[src/rtl/fetch_sequencer_if.sv]
// Bus between the fetch sequencer and the PC / ROM / fetch-register datapath.
// The optional step input exists only when SEQ_STEP_EN is defined.
interface fetch_sequencer_if #(
    parameter int ADDR_W = 12
);
    logic              start;
    logic              flag_z;
    logic [3:0]        instr;
    logic [3:0]        oprnd;
    logic [7:0]        P_B;
    logic              ENPC;
    logic              ENF;
    logic              blo;
    logic [ADDR_W-1:0] load;
    logic              exec_en;
    logic              busy;
    logic              halted;
`ifdef SEQ_STEP_EN
    logic              step;

    modport master (
        input  start, flag_z, instr, oprnd, P_B, step,
        output ENPC, ENF, blo, load, exec_en, busy, halted
    );
    modport slave (
        output start, flag_z, instr, oprnd, P_B, step,
        input  ENPC, ENF, blo, load, exec_en, busy, halted
    );
`else
    modport master (
        input  start, flag_z, instr, oprnd, P_B,
        output ENPC, ENF, blo, load, exec_en, busy, halted
    );
    modport slave (
        output start, flag_z, instr, oprnd, P_B,
        input  ENPC, ENF, blo, load, exec_en, busy, halted
    );
`endif
endinterface

[src/rtl/fetch_sequencer.sv]
// Fetch/decode/branch controller for the PC + program ROM + fetch register datapath.
// Optional single-step mode is enabled by defining SEQ_STEP_EN (adds bus.step and S_WAIT).
module fetch_sequencer #(
    parameter int         ADDR_W  = 12,
    parameter logic [3:0] OPC_JMP = 4'h8,
    parameter logic [3:0] OPC_JZ  = 4'h9,
    parameter logic [3:0] OPC_HLT = 4'hF
) (
    input  logic               clk,
    input  logic               reset,
    fetch_sequencer_if.master  bus,
    output logic [2:0]         state_o
);

    // start and step are level inputs: a 1 sampled on a rising edge in S_IDLE
    // (start) or S_WAIT (step) is consumed by leaving that state; no acknowledge.
`ifdef SEQ_STEP_EN
    typedef enum logic [2:0] {
        S_IDLE   = 3'd0,
        S_FETCH  = 3'd1,
        S_DECODE = 3'd2,
        S_JUMP   = 3'd3,
        S_SKIP   = 3'd4,
        S_HALT   = 3'd5,
        S_WAIT   = 3'd6
    } state_t;
    localparam state_t S_RESUME = S_WAIT;
`else
    typedef enum logic [2:0] {
        S_IDLE   = 3'd0,
        S_FETCH  = 3'd1,
        S_DECODE = 3'd2,
        S_JUMP   = 3'd3,
        S_SKIP   = 3'd4,
        S_HALT   = 3'd5
    } state_t;
    localparam state_t S_RESUME = S_FETCH;
`endif

    state_t state_q, state_d;
    logic   is_ctrl;

    assign is_ctrl = (bus.instr == OPC_JMP) || (bus.instr == OPC_JZ) ||
                     (bus.instr == OPC_HLT);

    always_comb begin
        state_d = state_q;
        case (state_q)
            S_IDLE:   if (bus.start) state_d = S_FETCH;
            S_FETCH:  state_d = S_DECODE;
            S_DECODE: begin
                if (bus.instr == OPC_HLT)
                    state_d = S_HALT;
                else if ((bus.instr == OPC_JMP) || ((bus.instr == OPC_JZ) && bus.flag_z))
                    state_d = S_JUMP;
                else if (bus.instr == OPC_JZ)
                    state_d = S_SKIP;
                else
                    state_d = S_RESUME;
            end
            S_JUMP:   state_d = S_RESUME;
            S_SKIP:   state_d = S_RESUME;
            S_HALT:   state_d = S_HALT;
`ifdef SEQ_STEP_EN
            S_WAIT:   if (bus.step) state_d = S_FETCH;
`endif
            default:  state_d = S_IDLE;
        endcase
    end

    always_ff @(posedge clk or negedge reset) begin
        if (!reset) state_q <= S_IDLE;
        else        state_q <= state_d;
    end

    // Outputs decode the registered state only, so an asserted reset clears
    // them in the same cycle. In S_JUMP the PC points at the target low byte.
    assign bus.ENF     = (state_q == S_FETCH);
    assign bus.ENPC    = (state_q == S_FETCH) || (state_q == S_SKIP);
    assign bus.blo     = (state_q == S_JUMP);
    assign bus.load    = (state_q == S_JUMP) ? ADDR_W'({bus.oprnd, bus.P_B}) : '0;
    assign bus.exec_en = (state_q == S_DECODE) && !is_ctrl;
    assign bus.busy    = (state_q != S_IDLE) && (state_q != S_HALT);
    assign bus.halted  = (state_q == S_HALT);
    assign state_o     = state_q;

endmodule

[src/flat_wrapper.sv]
// flat-port wrapper written by rule: the top's interface ports become plain ports
module fetch_sequencer_flat 
#(
    parameter int         ADDR_W  = 12,
    parameter logic [3:0] OPC_JMP = 4'h8,
    parameter logic [3:0] OPC_JZ  = 4'h9,
    parameter logic [3:0] OPC_HLT = 4'hF
)
  (clk, reset, state_o, bus_start, bus_flag_z, bus_instr, bus_oprnd, bus_P_B, bus_ENPC, bus_ENF, bus_blo, bus_load, bus_exec_en, bus_busy, bus_halted);
  fetch_sequencer_if #(.ADDR_W(ADDR_W)) bus_i ();
  input  logic clk;
  input  logic reset;
  output logic [2:0] state_o;
  input wire logic [$bits(bus_i.start)-1:0] bus_start;
  input wire logic [$bits(bus_i.flag_z)-1:0] bus_flag_z;
  input wire logic [$bits(bus_i.instr)-1:0] bus_instr;
  input wire logic [$bits(bus_i.oprnd)-1:0] bus_oprnd;
  input wire logic [$bits(bus_i.P_B)-1:0] bus_P_B;
  output wire logic [$bits(bus_i.ENPC)-1:0] bus_ENPC;
  output wire logic [$bits(bus_i.ENF)-1:0] bus_ENF;
  output wire logic [$bits(bus_i.blo)-1:0] bus_blo;
  output wire logic [$bits(bus_i.load)-1:0] bus_load;
  output wire logic [$bits(bus_i.exec_en)-1:0] bus_exec_en;
  output wire logic [$bits(bus_i.busy)-1:0] bus_busy;
  output wire logic [$bits(bus_i.halted)-1:0] bus_halted;
  assign bus_i.start = bus_start;
  assign bus_i.flag_z = bus_flag_z;
  assign bus_i.instr = bus_instr;
  assign bus_i.oprnd = bus_oprnd;
  assign bus_i.P_B = bus_P_B;
  assign bus_ENPC = bus_i.ENPC;
  assign bus_ENF = bus_i.ENF;
  assign bus_blo = bus_i.blo;
  assign bus_load = bus_i.load;
  assign bus_exec_en = bus_i.exec_en;
  assign bus_busy = bus_i.busy;
  assign bus_halted = bus_i.halted;
  fetch_sequencer #(.ADDR_W(ADDR_W), .OPC_JMP(OPC_JMP), .OPC_JZ(OPC_JZ), .OPC_HLT(OPC_HLT)) u_core (.clk(clk), .reset(reset), .bus(bus_i), .state_o(state_o));
endmodule
[config.mk]
export PLATFORM = sky130hd
export DESIGN_NAME = fetch_sequencer_flat
export DESIGN_NICKNAME = d
export VERILOG_FILES = /design/src/rtl/fetch_sequencer_if.sv /design/src/rtl/fetch_sequencer.sv /design/src/flat_wrapper.sv
export SDC_FILE = /design/constraint.sdc
export NUM_CORES = 1
export LEC_CHECK = 0
export ABC_AREA = 1
export CORE_AREA = 2 2 39 41
export DETAILED_ROUTE_END_ITERATION = 6
export DIE_AREA = 0 0 41 43
export MAX_ROUTING_LAYER = met4
export PLACE_DENSITY = 0.9
export SLEW_MARGIN = 25
export SYNTH_ARGS = -nofsm -noshare
export SYNTH_HDL_FRONTEND = slang
export SYNTH_SLANG_ARGS = --single-unit
[constraint.sdc]
create_clock -name clk -period 2.07 [get_ports clk]
set_clock_uncertainty 0.2 [all_clocks]
set_input_delay 0.414 -clock clk [delete_from_list [all_inputs] [get_ports clk]]
set_output_delay 0.414 -clock clk [all_outputs]
set_load 0.05 [all_outputs]
Word-level counts from Yosys, hierarchy flattened

Index checks and enable logic that the tools add are counted.

Eq/ne operators: 10
Mux-type cells: 6
Reductions and logical operators: 11

Operator list:

| operator                                                         | count |
|---|---|
| 3-bit case mux with 5 select lines                               | 1 |
| 4-bit == test (second input constant)                            | 3 |
| 12-bit two-way mux                                               | 1 |
| 3-bit two-way mux                                                | 4 |
| 3-bit by 2-bit == test with 1-bit output (second input constant) | 2 |
| 3-bit == test (second input constant)                            | 2 |
| 1-bit logical OR                                                 | 4 |
| 3-bit by 1-bit == test with 1-bit output (second input constant) | 1 |
| 1-bit logical AND                                                | 3 |
| 3-bit logical NOT                                                | 1 |
| 3-bit inequality test (second input constant)                    | 1 |
| 3-bit nonzero test                                               | 1 |
| 2-bit inequality test (second input constant)                    | 1 |
| 2-bit OR reduction                                               | 1 |
| 1-bit logical NOT                                                | 1 |

Bits in registers: 3
Input bits: 20
Output and inout bits: 21

Longest topological paths before layout

Gate-level depths: netlist of the first run.

Depth in word-level cells: 6
Gate-level depth with buffers: 6
Depth with buffers taken out: 6

Worst setup path before layout of the first run

Ideal clock, no wire load.

Path kind: register to output
Start point: register u_core.state_q[1] (netlist: u_core.state_o[1])
End point: output bus_busy
Arrival: 1.957 ns
Data required time: 1.456 ns
Setup slack: -0.501 ns
Stages on the path, launching flop included: 5
Buffers on the path: 0
Cells stage by stage: dfrtp_1 -> inv_2 -> nand3_1 -> inv_1 -> a21oi_1

Cells in the longest elaborated chain, start to end: 2
Elaborated cells between the ends (all ways): 3
Those cells by class: eq/ne (1); reduce/logical (2)

Ends and longest elaborated chain:

| what                                                        | line                  | text |
|---|---|---|
| from (decl)                                                 | fetch_sequencer.sv:40 | `state_t state_q, state_d;` |
| from (signal assigned)                                      | fetch_sequencer.sv:73 | `else state_q <= state_d;` |
| 3-bit inequality test or 3-bit nonzero test (tied branches) | fetch_sequencer.sv:83 | `assign bus.busy = (state_q != S_IDLE) && (state_q != S_HALT);` |
| 1-bit logical AND (*)                                       | fetch_sequencer.sv:83 |  |
| to (decl)                                                   | flat_wrapper.sv:24    | `output wire logic [$bits(bus_i.busy)-1:0] bus_busy;` |

Every way passes the cells marked *; elsewhere a longest branch is shown, timed or not.

Final worst setup path of the first run

Start point: input bus_instr[1]
End point: output bus_exec_en

Cells in the longest elaborated chain, start to end: 5
Elaborated cells between the ends (all ways): 7
Those cells by class: eq/ne (3); reduce/logical (4)

Ends and longest elaborated chain:

| what                  | line                  | text |
|---|---|---|
| from (decl)           | flat_wrapper.sv:16    | `input wire logic [$bits(bus_i.instr)-1:0] bus_instr;` |
| 4-bit == test         | fetch_sequencer.sv:43 | `assign is_ctrl = (bus.instr == OPC_JMP) \|\| (bus.instr == OPC_JZ) \|\|` |
| 1-bit logical OR      | fetch_sequencer.sv:43 |  |
| 1-bit logical OR (*)  | fetch_sequencer.sv:43 |  |
| 1-bit logical NOT (*) | fetch_sequencer.sv:82 | `assign bus.exec_en = (state_q == S_DECODE) && !is_ctrl;` |
| 1-bit logical AND (*) | fetch_sequencer.sv:82 |  |
| to (decl)             | flat_wrapper.sv:23    | `output wire logic [$bits(bus_i.exec_en)-1:0] bus_exec_en;` |

Marked as above.

==> qor.csv, run 1 <==
metric,value,unit
power_density,1533,nW/µm²
start_util,25.77,%
cts_max_path_buffers,2,
ir_drop,0.001149,V
postPlaceCellArea,1006,µm²
cts_hold_buf,0,
r2r-start,u_core.state_o[0]$_DFFE_PN0P_,
worstMarginPinSlew,0.2241,ns
cp_num_buf_inv,2,
syn_inst,63,
design_area,1036,µm²
crit_path_max_incr_delay,0.44,ns
p_leak,0.0005049,µW
crit_slowest_cell,clkdlybuf4s50_1,
crit_path_end_kind,output port,
status,finished clean,
dpl.hpwl,1.199,mm
grt_use_total,17.71,%
yosysSeqAreaShare,21.05,%
h-tree-depth,1,
crit_type,in2out,
syn_area,356.6,µm²
via_per_inst,4.309,
overflow,0,
largest_reg_flops,3,
fp.dieH,43,µm
core-area,1384,µm²
cts_made_buffers,3,
crit_path_cell_trace,clkdlybuf4s50_1 -> nand4_1 -> nand2_1 -> nor2_2 -> buf_12,
holdWs,0.1712,ns
slew_viol_final,0,
crit_family,buffers and inverters,
row_count,14,
antenna_found_initial,0,
insertedDiodeCount,0,
clock_sinks,3,
rsz0062_at_grt,no,
gp_congestion,0.6859,
setup_viol,0,
slew_headroom,85.01,%
final_common_cell,clkdlybuf4s50_1,
power.total,1588,µW
ant_nets,0,
min_path_type,in2async,
area_growth,190.5,%
die_area,1763,µm²
arrival,1.39,ns
nets,128,
portBuffers,40,
num_vias,530,
cts.repair.resized,0,
grt_max_degree,14,
first_iter_violations,6,
grt_pass1_wl,2.125,mm
clk_pin_slew,0.04,ns
cts_tree,built,
grt_pass1_vias,499,
drive_gt1_share,41.12,%
crit_start,bus_instr[1],
drt-total-wl,1.307,mm
yosysUniqueCellTypes,14,
dr.pass1.iters,4,
ys_seq_elements,3,
die_x,41,µm
timing.fmax,500.0,MHz
post-cts-setup-buffer-count,0,
required,1.46,ns
final_cell_mix,"clkdlybuf4s50_1 (19), inv_1 (18), buf_12 (18), nor2_4 (9), nand2_1 (9)",
syn_avg_cell_area,5.660,µm²
pin_count,41,
startpoint_type,input pin,
synth_fp_nets,83,
wl_per_cell,10.63,µm
maxCapViolations,0,
fin_crit_sh,96.62,%
critical_path_peak_fanout,3,
final_core_util,74.86,%
clk-insertion-delay-late,0.23,ns
yosysWarnings,0,
finalHoldViolCount,0,
route.detailed.drc,0,
cts-root-buf,clkbuf_4,
fin_crit,2.000,ns
-- worst paths after layout --
| path | cells past startpoint | endpoint | slack [ns] |
|---|---|---|---|
| setup / recovery | 5 | bus_exec_en | 0.07 |
| hold / removal | 1 | u_core.state_o[0]$_DFFE_PN0P_ | 0.17 |
| setup reg to reg | 4 | u_core.state_o[0]$_DFFE_PN0P_ | 0.85 |
| hold reg to reg | 3 | u_core.state_o[2]$_DFFE_PN0P_ | 0.44 |
| max in group asynchronous | 1 | u_core.state_o[0]$_DFFE_PN0P_ | 1.34 |
| min in group clk | 3 | u_core.state_o[2]$_DFFE_PN0P_ | 0.44 |
-- per-stage QoR --
step	setup TNS, ns	std cells	worst slack (ns)
finish	0	123	0.06999
floorplan	-0.1946	63	-0.1946
CTS	0	123	0.02319
global route	0	123	0.001376
detailed placement	0	119	0.07805
global placement	0	119	0.1140
-- cell type report --
cell class / count / area, µm²
repair buffers: 41 / 584.3
fillers: 92 / 347.8
multi-input cells: 39 / 254.0
flip-flops and latches: 3 / 76.32
inverters: 20 / 75.07
clock buffers: 4 / 26.28
well taps: 16 / 20.02
-- synth_stat cells (all sizes together) --
| library cell | n | share of area [%] |
|---|---|---|
| nand4 | 1 | 1.8 |
| nor2 | 18 | 25 |
| o21ai | 2 | 2.8 |
| inv | 20 | 21 |
| nand2 | 9 | 9.5 |
| nor3 | 1 | 2.8 |
| nand3 | 6 | 9.8 |
| buf | 1 | 3.2 |
| a21oi | 2 | 2.8 |
| dfrtp | 3 | 21 |
-- logic make-up after synthesis --
| group | after synthesis | share of synthesized area (%) |
|---|---|---|
| AOI/OAI and AO/OA | 4 | 5.611 |
| DFF | 3 | 21.05 |
| buffers and inverters | 21 | 24.21 |
| and+or+nand+nor | 35 | 49.12 |
-- worst reg2reg max path: stages (launching register included) --
cell and delay, ns:
dfrtp_2 0.45, nor2_1 0.23, nand3_1 0.10, nand3_1 0.09, a21oi_1 0.05
-- routing by layer --
metal	GRT usage, %	vias up	share of wire, %
met3	7.330	0	14
met4	2.000	0	0
met2	30.94	33	53
li1	-	271	-
met1	18.06	226	33
met5	-	-	0
-- where the power goes --
part           internal (µW)  switching (µW)
logic                    576             785
clock network           72.1            28.1
registers               83.2            44.1
No activity file was read; power rests on OpenSTA's default activity.
==> run 2, diff against run 1 <==
- CORE_AREA: 2 2 39 41 -> unset
- CORE_UTILIZATION: unset -> 26
- DIE_AREA: 0 0 41 43 -> unset
- PLACE_DENSITY: 0.9 -> 0.88
- clock period: 2.07 -> 2 ns (I/O delays scaled with it)
==> run 2 against run 1 <==
- first-iteration DRC count decreased by 33%
- combinational power increased by 13%
- cell count unchanged
==> qor.csv, run 2 (synthesis results as in run 1) <==
metric,value,unit,change
status,finished clean,,
crit_slowest_cell,dfrtp_2,,
final_cell_mix,"buf_12 (19), inv_1 (17), clkdlybuf4s50_1 (16), nor2_4 (10), nand2_1 (8)",,
h-tree-depth,1,,unchanged
r2r_cells,4,,unchanged
dpl.hpwl,1.223,mm,+2.0%
fin_crit_sh,98.67,%,
row_count,12,,-2
internal-power,837.4,µW,+15%
grt_max_degree,11,,-3
dpl.cell_count,117,,-1.7%
slew_viol_final,0,,unchanged
first_iter_violations,4,,-2
area_growth,210.5,%,
num_vias,599,,+13%
grt_util_met2,43.75,%,+13 points
fin_crit,1.973,ns,
ant_nets,0,,unchanged
seqPwrFrac,7.8,%,-0.2 points
stdcell_count,123,,unchanged
cts_max_path_buffers,2,,unchanged
holdWs,0.1390,ns,-0.03221 ns
r2r-start,u_core.state_o[0]$_DFFE_PN0P_,,
p_leak,0.0005511,µW,+9.1%
sw_frac_of_total,53.18,%,-0.77 points
cts_made_buffers,3,,unchanged
power.total,1789,µW,+13%
clock_sinks,3,,unchanged
crit_path_end_kind,output port,,
cts_hold_buf,0,,unchanged
drt-total-wl,1.820,mm,+39%
r2r-end,u_core.state_o[0]$_DFFE_PN0P_,,
arrival,1.37,ns,-0.02 ns
final_common_cell,buf_12,,
pin_count,41,,unchanged
crit_type,reg2out,,
crit_path_cell_trace,nor2_1 -> nand2_1 -> nand2_1 -> buf_12,,
drive_gt1_share,43.12,%,+2.0 points
nets,130,,+1.6%
largest_reg_flops,3,,unchanged
pre_cts_ws,-0.006723,ns,-0.08478 ns
start_util,30.06,%,+4.3 points
clk_pin_slew,0.04,ns,about the same
overflow,0,,unchanged
fin_ws,0.02657,ns,-0.04342 ns
clk-insertion-delay-late,0.24,ns,about the same
required,1.40,ns,-0.06 ns
grt.met1_usage,17.99,%,-0.071 points
min_path_type,in2async,,
cts-root-buf,clkbuf_4,,
core-area,1186,µm²,-14%
cp_common_cell,nand2_1,,
maxCapViolations,0,,unchanged
grt_use_total,22.13,%,+4.4 points
clockPowerShare,6.2,%,about the same
final_core_util,93.35,%,+18 points
finalHoldViolCount,0,,unchanged
regToRegSetupSlack,0.62,ns,-0.23 ns
power_density,1615,nW/µm²,+5.4%
grt_util_met3,5.202,%,-2.1 points
p_switching,951.3,µW,+11%
fillers,43,,-53%
via_per_inst,4.870,,+13%
dr.pass1.iters,4,,unchanged
startpoint_type,flop,,
timing.fmax,506.7,MHz,
worstMarginPinSlew,0.3515,ns,+0.1275 ns
wl_per_cell,14.80,µm,+39%
setup_viol,0,,unchanged
portBuffers,40,,unchanged
crit_path_max_incr_delay,0.46,ns,+0.02 ns
antenna_found_initial,0,,unchanged
critical_path_peak_fanout,7,,+4
die_area,1524,µm²,-14%
p_comb_share,86.1,%,+0.4 points
grt-busiest-layer,met2,,
gp_congestion,0.7566,,+10%
insertedDiodeCount,0,,unchanged
grt_pass1_vias,534,,+7.0%
grt_pass1_wl,2.145,mm,+0.94%
slew_headroom,76.48,%,-8.5 points
route.detailed.drc,0,,unchanged
fp.dieH,39.04,µm,-9.2%
ir_drop,0.001212,V,+5.5%
cts_tree,built,,
die_x,39.04,µm,-4.8%
## run 2: metal layers
layer	vias to the layer above	wire length (µm)
met1	285	606
met2	31	1055
met3	2	142
met5	-	0
met4	0	16
li1	281	-
## run 2: repair_timing
item,4_1_cts,5_1_grt
pin swaps,1,2
setup endpoints to repair,2,10
resized for setup,3,4
buffers inserted,0,1
cloned,0,1
## run 2: area by class of cell
| type | count | area (µm²) | area share, % |
|---|---|---|---|
| repair buffers | 43 | 633.1 | 57.18 |
| multi-input cells | 39 | 271.5 | 24.52 |
| flip-flops and latches | 3 | 77.57 | 7.006 |
| inverters | 20 | 81.33 | 7.345 |
| well taps | 14 | 17.52 | 1.582 |
| clock buffers | 4 | 26.28 | 2.373 |
## run 2: through the flow
step | cell area [µm²] | setup TNS [ns]
2_1_floorplan | 426.7 | -0.5127
3_3_place_gp | 1026 | 0
3_5_place_dp | 1026 | -0.006723
4_1_cts | 1060 | 0
5_1_grt | 1107 | -0.1042
6_report | 1107 | 0
## run 2: how the worst max path moves through the flow
stage	start	slack, ns	to	depth (start not counted)
floorplan	u_core.state_o[1]$_DFFE_PN0P_	-0.13	bus_load[0]	2
global placement	bus_instr[3]	0.06	bus_exec_en	5
detailed placement	bus_instr[3]	-0.007	bus_exec_en	5
CTS	bus_instr[1]	0.007	bus_exec_en	5
global route	u_core.state_o[2]$_DFFE_PN0P_	-0.03	bus_load[10]	5
finish	u_core.state_o[0]$_DFFE_PN0P_	0.03	bus_ENPC	4
## run 2: critical path, delay by kind of cell, from the launching register on
kind,cells,cell delay [ns]
buf+inv,1,0.14
simple gates,3,0.53
flops,1,0.46
## run 2: power groups by stage
stage / logic [µW] / registers (µW) / clock network (µW)
finish: 1540 / 139 / 110
global route: 1590 / 144 / 117
CTS: 1470 / 130 / 115
detailed placement: 1460 / 130 / 0
global placement: 1440 / 126 / 0
floorplan: 711 / 202 / 0
==> run 3, diff against run 2 <==
==> constraint.sdc (replaced) <==
create_clock -name clk -period 2 [get_ports clk]
set_clock_uncertainty 0.2 [all_clocks]
set_input_delay 0.2 -clock clk [delete_from_list [all_inputs] [get_ports clk]]
set_output_delay 0.2 -clock clk [all_outputs]
set_load 0.05 [all_outputs]
==> run 3 against run 2 <==
- combinational power decreased by 13%
- critical endpoint is now bus_load[1]
- register-to-register slack better by 0.09 ns
- largest power group unchanged
- maximum frequency rose by 7.9%
- cell count fell by 1.6%
==> qor.csv, run 3 (synthesis results as in run 1) <==
metric,value,unit,change
r2r-start,u_core.state_o[0]$_DFFE_PN0P_,,
gp_congestion,0.8782,,+16%
nets,128,,-1.5%
die_x,39.04,µm,unchanged
row_count,12,,unchanged
fin_crit_sh,91.41,%,-7.3 points
final_common_cell,clkdlybuf4s50_1,,
r2r-end,u_core.state_o[0]$_DFFE_PN0P_,,
final_cell_mix,"clkdlybuf4s50_1 (19), inv_1 (18), buf_12 (18), nor2_2 (10), nand2_1 (9)",,
fin_crit,1.828,ns,-0.1452 ns
wl_per_cell,11.88,µm,-20%
h-tree-depth,1,,unchanged
start_util,30.06,%,unchanged
holdPathEnd,u_core.state_o[1]$_DFFE_PN0P_,,
holdWs,0.4482,ns,+0.3092 ns
core-area,1186,µm²,unchanged
drt-total-wl,1.437,mm,-21%
arrival,1.43,ns,+0.06 ns
clock_sinks,3,,unchanged
stdcell_count,121,,-1.6%
ant_nets,0,,unchanged
crit_path_max_incr_delay,0.44,ns,-0.02 ns
rsz0062_at_grt,no,,
critical_path_peak_fanout,13,,+6
dr.pass1.iters,4,,unchanged
slew_viol_final,0,,unchanged
overflow,0,,unchanged
grt_pass1_wl,2.118,mm,-1.3%
clk_pin_slew,0.04,ns,about the same
fin_ws,0.1717,ns,+0.1452 ns
grt_use_total,21.73,%,-0.39 points
p_leak,0.0005021,µW,-8.9%
r2r_cells,4,,unchanged
pin_count,41,,unchanged
cts-root-buf,clkbuf_4,,
cts_tree,built,,
hp-start,bus_flag_z,,
drive_gt1_share,36.45,%,-6.7 points
grt_max_degree,14,,+3
setup_tns,0,ns,unchanged
grt_pass1_vias,543,,+1.7%
cts_made_buffers,3,,unchanged
clk-insertion-delay-late,0.23,ns,about the same
cp_num_buf_inv,2,,+1
timing.fmax,547.0,MHz,+7.9%
via_per_inst,4.579,,-6.0%
crit_slowest_cell,dfrtp_1,,
crit_path_end_kind,output port,,
insertedDiodeCount,0,,unchanged
maxCapViolations,0,,unchanged
regToRegSetupSlack,0.71,ns,+0.09 ns
startpoint_type,flop,,
status,finished clean,,
area_growth,176.5,%,
route.detailed.drc,0,,unchanged
pre_cts_ws,0.2736,ns,+0.2803 ns
slew_headroom,81.19,%,+4.7 points
first_iter_violations,6,,+2
power_density,1602,nW/µm²,-0.83%
finalHoldViolCount,0,,unchanged
die_area,1524,µm²,unchanged
portBuffers,40,,unchanged
ir_drop,0.001220,V,+0.66%
required,1.60,ns,+0.20 ns
dpl.hpwl,1.278,mm,+4.5%
cts_max_path_buffers,2,,unchanged
crit_path_cell_trace,inv_2 -> nand3_4 -> nor2_1 -> buf_12,,
dpl.cell_count,116,,-0.85%
fp.dieH,39.04,µm,unchanged
worstMarginPinSlew,0.2821,ns,-0.06945 ns
power.total,1579,µW,-12%
crit_type,reg2out,,
crit_family,flip-flops,,
whs_path_depth,3,,
largest_reg_flops,3,,unchanged
fillers,67,,+56%
min_path_type,in2reg,,
antenna_found_initial,0,,unchanged
setup_viol,0,,unchanged
num_vias,554,,-7.5%
[run 3: changes by cell type in the layout (fill, tap and decap cells not counted), sizes merged]
cell,change
buf,-2
clkbuf,-1
clkdlybuf4s50,+3
clkinvlp,-1
dlygate4sd3,+1
dlymetal6s2s,-3
inv,+1
[run 3: worst max path at each step]
stage,start,endpoint,slack (ns),cells after the start
final,u_core.state_o[2]$_DFFE_PN0P_,bus_load[1],0.17,4
after global placement,u_core.state_o[2]$_DFFE_PN0P_,bus_load[0],0.35,4
after detailed placement,u_core.state_o[2]$_DFFE_PN0P_,bus_load[1],0.27,4
after floorplan,u_core.state_o[1]$_DFFE_PN0P_,bus_busy,-0.05,4
after global routing,u_core.state_o[2]$_DFFE_PN0P_,bus_load[11],0.08,4
after CTS,u_core.state_o[2]$_DFFE_PN0P_,bus_load[1],0.02,4
[run 3: repair_timing]
| action | 4_1_cts | 5_1_grt |
|---|---|---|
| hold buffers | 1 | 0 |
| hold endpoints to repair | 3 | 0 |
| gates resized for setup | 0 | 1 |
| setup buffers | 0 | 0 |
| setup endpoints to repair | 0 | 8 |
[run 3: per-stage QoR]
stage                     cell area, µm²  util [%]
final                              985.9     83.12
after CTS                          978.4     82.49
after global placement             942.2     79.43
after global routing               985.9     83.12
after detailed placement           942.2     79.43
after floorplan                    362.8         -
[run 3: worst min-delay path: cells and delay by family]
| family | cells | cell delay, ns |
|---|---|---|
| buf+inv | 1 | 0.42 |
| compound gates | 2 | 0.21 |
[run 3: metal layers]
metal	wire (µm)	vias to the layer above	part of all wire (%)	track usage, %
li1	-	271	-	-
met1	449	246	31	15.86
met2	776	37	54	44.58
met3	211	0	15	8.092
met4	0	0	0	9.483
met5	0	-	0	-
[run 3: report_power, final]
group	switching, µW	leakage, µW	internal (µW)
combinational	777	0.000450	565
sequential	50.1	0.0000376	83.7
clock	29.2	0.0000150	74.6
total	856	0.000502	723
[run 3: layout make-up]
| class | instances | area, µm² | share of cell area [%] |
|---|---|---|---|
| sequential | 3 | 75.07 | 7.614 |
| multi-input combinational | 39 | 209.0 | 21.19 |
| tap | 14 | 17.52 | 1.777 |
| inverter | 20 | 75.07 | 7.614 |
| clock buffer | 4 | 26.28 | 2.665 |
| timing repair buffer | 41 | 583.1 | 59.14 |
